`src/rtl/subi_shared_pkg.sv`:
```
// subi_shared_pkg: shared width helper and packed-slice offset helper for the shared subtractor
package subi_shared_pkg;
  function automatic int tag_w(input int n);
    return (n > 1) ? $clog2(n) : 1;
  endfunction
  function automatic int lsb(input int idx, input int w);
    return idx * w;
  endfunction
endpackage

```
`src/rtl/subi_shared_if.sv`:
```
// subi_shared_if: per-requester lhs/rhs/result handshakes of the shared subtractor (master = requesters, slave = unit)
interface subi_shared_if #(
  parameter int DATA_TYPE = 32,
  parameter int NUM_REQ   = 2
);
  logic [NUM_REQ*DATA_TYPE-1:0] lhs, rhs;
  logic [NUM_REQ-1:0]           lhs_valid, lhs_ready, rhs_valid, rhs_ready;
  logic [DATA_TYPE-1:0]         result;
  logic [NUM_REQ-1:0]           result_valid, result_ready;
  modport master (
    output lhs, lhs_valid, rhs, rhs_valid, result_ready,
    input  lhs_ready, rhs_ready, result, result_valid
  );
  modport slave (
    input  lhs, lhs_valid, rhs, rhs_valid, result_ready,
    output lhs_ready, rhs_ready, result, result_valid
  );
endinterface

```
`src/rtl/rr_arbiter.sv`:
```
// rr_arbiter: combinational round-robin, req/prio_ptr in, one-hot grant and its index gidx out
module rr_arbiter import subi_shared_pkg::*; #(
  parameter int NUM_REQ = 2,
  parameter int TAG_W   = tag_w(NUM_REQ)
) (
  input  logic [NUM_REQ-1:0] req,
  input  logic [TAG_W-1:0]   prio_ptr,
  output logic [NUM_REQ-1:0] grant,
  output logic [TAG_W-1:0]   gidx
);
  function automatic int rot(input int p, input int k);
    return (p + k) % NUM_REQ;
  endfunction
  always_comb begin
    grant = '0;
    gidx  = '0;
    for (int k = NUM_REQ - 1; k >= 0; k--) begin
      if (req[rot(int'(prio_ptr), k)]) begin
        grant = NUM_REQ'(1) << rot(int'(prio_ptr), k);
        gidx  = TAG_W'(rot(int'(prio_ptr), k));
      end
    end
  end
endmodule

```
`src/rtl/subi_shared_rr.sv`:
```
// subi_shared_rr: one subtractor shared round-robin by NUM_REQ requesters via bus, 1-slot tagged result register; clk, async rst
module subi_shared_rr import subi_shared_pkg::*; #(
  parameter int DATA_TYPE = 32,
  parameter int NUM_REQ   = 2
) (
  input logic       clk,
  input logic       rst,
  subi_shared_if.slave bus
);
  localparam int TAG_W = tag_w(NUM_REQ);
  logic [NUM_REQ-1:0]   req, grant;
  logic [TAG_W-1:0]     gidx, prio_ptr, slot_tag, next_ptr;
  logic                 slot_valid, load_en, fire;
  logic [DATA_TYPE-1:0] slot_data, diff;
  assign req = bus.lhs_valid & bus.rhs_valid;
  rr_arbiter #(.NUM_REQ(NUM_REQ), .TAG_W(TAG_W)) u_arb (
    .req(req), .prio_ptr(prio_ptr), .grant(grant), .gidx(gidx)
  );
  assign bus.result_valid = slot_valid ? NUM_REQ'(1) << slot_tag : '0;
  assign bus.result       = slot_data;
  // result_valid is one-hot, so this is the drain of the slot's own requester
  assign load_en       = !slot_valid || |(bus.result_valid & bus.result_ready);
  assign fire          = load_en && |req && !rst;
  assign bus.lhs_ready = {NUM_REQ{load_en && !rst}} & grant;
  assign bus.rhs_ready = {NUM_REQ{load_en && !rst}} & grant;
  assign diff     = bus.lhs[lsb(int'(gidx), DATA_TYPE) +: DATA_TYPE] - bus.rhs[lsb(int'(gidx), DATA_TYPE) +: DATA_TYPE];
  assign next_ptr = (int'(gidx) == NUM_REQ - 1) ? '0 : gidx + 1'b1;
  always_ff @(posedge clk or posedge rst) begin
    if (rst) begin
      slot_valid <= 1'b0;
      slot_tag   <= '0;
      slot_data  <= '0;
      prio_ptr   <= '0;
    end else if (fire) begin
      slot_valid <= 1'b1;
      slot_tag   <= gidx;
      slot_data  <= diff;
      prio_ptr   <= next_ptr;
    end else if (load_en) begin
      slot_valid <= 1'b0;
    end
  end
endmodule

```
`src/flat_wrapper.sv`:
```
// flat-port wrapper written by rule: the top's interface ports become plain ports
module subi_shared_rr_flat import subi_shared_pkg::*;
#(
  parameter int DATA_TYPE = 32,
  parameter int NUM_REQ   = 2
)
  (clk, rst, bus_lhs, bus_lhs_valid, bus_rhs, bus_rhs_valid, bus_result_ready, bus_lhs_ready, bus_rhs_ready, bus_result, bus_result_valid);
  subi_shared_if #(.DATA_TYPE(DATA_TYPE), .NUM_REQ(NUM_REQ)) bus_i ();
  input logic clk;
  input logic rst;
  input wire logic [$bits(bus_i.lhs)-1:0] bus_lhs;
  input wire logic [$bits(bus_i.lhs_valid)-1:0] bus_lhs_valid;
  input wire logic [$bits(bus_i.rhs)-1:0] bus_rhs;
  input wire logic [$bits(bus_i.rhs_valid)-1:0] bus_rhs_valid;
  input wire logic [$bits(bus_i.result_ready)-1:0] bus_result_ready;
  output wire logic [$bits(bus_i.lhs_ready)-1:0] bus_lhs_ready;
  output wire logic [$bits(bus_i.rhs_ready)-1:0] bus_rhs_ready;
  output wire logic [$bits(bus_i.result)-1:0] bus_result;
  output wire logic [$bits(bus_i.result_valid)-1:0] bus_result_valid;
  assign bus_i.lhs = bus_lhs;
  assign bus_i.lhs_valid = bus_lhs_valid;
  assign bus_i.rhs = bus_rhs;
  assign bus_i.rhs_valid = bus_rhs_valid;
  assign bus_i.result_ready = bus_result_ready;
  assign bus_lhs_ready = bus_i.lhs_ready;
  assign bus_rhs_ready = bus_i.rhs_ready;
  assign bus_result = bus_i.result;
  assign bus_result_valid = bus_i.result_valid;
  subi_shared_rr #(.DATA_TYPE(DATA_TYPE), .NUM_REQ(NUM_REQ)) u_core (.clk(clk), .rst(rst), .bus(bus_i));
endmodule
```
`config.mk`:
```
export PLATFORM = sky130hd
export DESIGN_NAME = subi_shared_rr_flat
export DESIGN_NICKNAME = d
export VERILOG_FILES = /design/src/rtl/subi_shared_pkg.sv /design/src/rtl/subi_shared_if.sv /design/src/rtl/rr_arbiter.sv /design/src/rtl/subi_shared_rr.sv /design/src/flat_wrapper.sv
export SDC_FILE = /design/constraint.sdc
export NUM_CORES = 1
export LEC_CHECK = 0
export CELL_PAD_IN_SITES_DETAIL_PLACEMENT = 1
export CELL_PAD_IN_SITES_GLOBAL_PLACEMENT = 2
export CORE_MARGIN = 8
export CORE_UTILIZATION = 21
export DETAILED_ROUTE_END_ITERATION = 10
export PLACE_DENSITY_LB_ADDON = 0.08
export SYNTH_ARGS = -nofsm -noshare
export SYNTH_HDL_FRONTEND = slang
export SYNTH_SLANG_ARGS = --single-unit
```
`constraint.sdc`:
```
create_clock -name clk -period 3.65 [get_ports clk]
set_input_delay 0.73 -clock clk [delete_from_list [all_inputs] [get_ports clk]]
set_output_delay 0.73 -clock clk [all_outputs]
set_load 0.05 [all_outputs]
```
==> impl_metrics.yaml <==
outcome:
  status: "finished, final reports clean"
routing:
  routed_wl_mm: 16.7
  vias: 4644
  ant_nets: 0
  routedWlPerCell_um: 16.6
  drc: 0
  viasPerCell: 4.60
  dr.pass1.iters: 4
  drt_iter0_markers: 116
sta:
  rsz0062_at_grt: "yes"
  whs_ns: 0.477
  finClkSkew_ns: 0.00524
  slew_headroom_pct: 57.6
  period_minus_slack_ns: 3.50
  maxSlewViolCount: 0
  hold_violations: 0
  setup_slack_ns: 0.154
  setup-violations-final: 0
  finalCritPeriodShare_pct: 95.8
  max_freq_mhz: 286
  worst_pin_slew_ns: 0.636
  tns_ns: 0
power:
  p_comb_share_pct: 63.0
  power_leakage_nw: 3.27
  vdd_drop_max_mv: 0.172
  switchingPower_mw: 1.45
  p_int_mw: 1.80
  power_density_nw_per_um2: 458
  clkPwrFrac_pct: 17.9
  swShare_pct: 44.5
  p_seq_share_pct: 19.1
placement:
  dp_hpwl_mm: 13.8
  dp_cells: 992
  place_ws_ns: -0.527
  port-buffer-count: 173
  place_congestion: 0.802
cells_and_area:
  final_util_pct: 38.5
  stdcell_count: 1009
  multiInputGateArea_um2: 3000
  drive_gt1_share_pct: 22.7
  nets: 942
  synthToLayoutAreaGrowth_pct: 81.7
  final-seq-area_um2: 876
  nFillCells: 2191
  n_antenna_cell: 0
hold_path:
  hold_path.class: "reg2reg"
  min_delay_path_depth: 2
critical_path:
  worstPathRequired_ns: 3.81
  crit_path_start_kind: "primary input"
  slowest_delay_ns: 0.31
  worstPathArrival_ns: 3.66
  cp_slowest_cell: "o2111ai_1"
  crit_chain: "dlygate4sd2_1 > nand2_2 > o21bai_4 > buf_4 > mux2i_1 > ha_1 > nor2b_1 > o2111ai_1 > a311oi_2 > buf_4 > o21bai_2 > o31ai_4 > a31o_2 > a221o_1"
  crit_path_end_kind: "register"
  path_class: "in2reg"
  crit_fanout: 4
  ff2ff_path_depth: 12
  crit_top_cell: "buf_4"
yosys:
  synthMuxAreaShare_pct: 8.74
  ys_ff_latch: 35
  synth-simple-area-share_pct: 25.9
  synthDistinctLibCells: 67
  syn_inst: 514
  synth-edff-count: 0
  synth_top_cell_by_area: "dfrtp_1"
  netlist_area_um2: 3910
  synth-xor-area-share_pct: 4.71
  synth_compound_area_share_pct: 21.9
  syn-num-nets: 682
  synthFlopType: "dfrtp_1"
  syn_area_per_cell_um2: 7.60
  synth_top_family_by_area: "simple AND/OR/NAND/NOR gates"
  synth_async_sr_flop_share_pct: 100
  ys_top_cells_by_area: "dfrtp_1 (22%), nand2_1 (15%), ha_1 (9.9%)"
  synthAdderAreaFrac_pct: 10.4
  netlist.area_leader.share_pct: 22.4
  yosysWarnings: 0
  synth_seq_area_share_pct: 22.4
floorplan:
  die-width_um: 152
  dieArea_um2: 23200
  num_rows: 50
  core-area_um2: 18500
  die_y_um: 152
  initial_utilization_pct: 21.2
  ios: 174
grt:
  antenna_found_initial: 0
  grt_pass1_vias: 5221
  track_usage_pct: 14.1
  overflow: 0
  grt_pass1_wl_mm: 27.3
  grt_max_degree: 65
clock_network:
  clock_latency_ns: 0.28
  clk_pin_slew_worst_paths_ns: 0.06
  cts.path.max_buffers: 2
  h-tree-depth: 2
  cts_sinks: 35
  cts_tree: "yes"
  root_buffer: "clkbuf_16"
  numCtsBuffers: 5
  hold_buffers: 0
run:
  drv_cap: 0
[kinds of logic (layout without fill, tap and decap cells)]
logic type	after synthesis	after routing
fa+ha+maj	32	32
buf+inv	43	304
simple gates	230	230
mux	34	34
compound gates	119	119
flops	35	35
xor+xnor	21	21
[layout make-up]
type	instances	share of cell area [%]
flip-flops and latches	35	12.3
inverters	11	0.581
repair buffers	285	38.1
clock buffers	5	1.76
well taps	234	4.12
clock inverters	3	0.952
multi-input cells	436	42.2
[cells in the mapped netlist, types with 2 or more instances]
library cell    n
a221oi_4        2
xor2_1         10
a21o_2          2
clkbuf_1       19
a221o_1         3
o21bai_1        4
a211o_1         3
and3_1          3
nand4_1         9
nand3_1         9
nand2b_1        4
o2111ai_1       2
ha_1           31
and2_1          4
nor2_1         17
o31ai_1         4
nor3_1          7
dfrtp_1        35
o21a_1          3
buf_2           2
and3_2          2
a21o_1          6
and4_1          2
a31oi_1         4
buf_4           4
o221ai_1        3
nand2_1       161
inv_1          11
mux2i_1        33
o21ai_0        34
nor2b_1         4
a21oi_1        25
buf_6           5
xnor2_1        11
o211ai_1        4
[path summary, 6_finish.rpt]
| kind | startpoint | end | slack (ns) |
|---|---|---|---|
| worst max register to register | u_core.prio_ptr | u_core.bus.result[21] | 0.43 |
| worst min register to register | u_core.bus.result[5] | u_core.bus.result[5] | 0.48 |
| max in group asynchronous | rst | u_core.bus.result[13] | 2.19 |
| worst max-delay path | bus_lhs_valid[0] | u_core.bus.result[21] | 0.15 |
| worst min-delay path | u_core.bus.result[5] | u_core.bus.result[5] | 0.48 |
| min in group asynchronous | rst | u_core.slot_tag | 0.78 |
[power by group through the flow]
stage | Combinational (mW) | Clock [mW] | Sequential (mW)
2_1_floorplan | 0.668 | 0 | 1.07
3_3_place_gp | 1.97 | 0 | 0.629
3_5_place_dp | 2.00 | 0 | 0.626
4_1_cts | 2.06 | 0.601 | 0.623
5_1_grt | 2.21 | 0.610 | 0.641
6_report | 2.05 | 0.582 | 0.621
[stage by stage]
| stage | cell area, um^2 | power [mW] |
|---|---|---|
| 2_1_floorplan | 3920 | 1.74 |
| 3_3_place_gp | 6620 | 2.60 |
| 3_5_place_dp | 6620 | 2.62 |
| 4_1_cts | 7040 | 3.28 |
| 5_1_grt | 7100 | 3.46 |
| 6_report | 7100 | 3.25 |
[placed cells by master (no fill, tap or decap), drive strengths merged, types with 11 or more instances in the layout]
cell type | synthesis | layout
clkdlybuf4s50 | 0 | 165
ha | 31 | 31
dfrtp | 35 | 35
o21ai | 35 | 35
xnor2 | 11 | 11
a21oi | 27 | 27
mux2i | 33 | 33
buf | 11 | 115
nand2 | 161 | 161
nor2 | 18 | 18
[sequential cells by signal (all words and copies together) (netlist names)]
name,flops
u_core.prio_ptr,1
u_core.bus.result,32
u_core.slot_tag,1
u_core.slot_valid,1
[worst max-delay path, delay by kind of cell]
family	cells	cell delay [ns]
buffers and inverters	3	0.54
adder cells (fa/ha/maj)	1	0.28
AO/OA/AOI/OAI	7	1.56
AND/OR/NAND/NOR	2	0.23
multiplexers	1	0.30
[routing by layer]
metal	vias to the layer above	share of wire, %	GRT usage [%]
li1	2324	-	-
met1	2211	46	17.6
met2	102	49	25.4
met3	7	4.0	2.75
met4	0	0.29	1.37
met5	-	0	0
[what timing repair did]
action	CTS	global route
cloned	1	0
pin swaps	11	5
buffers inserted	6	2
setup endpoints to repair	13	12
resized for setup	41	5
(Power assumes the default switching activity.)
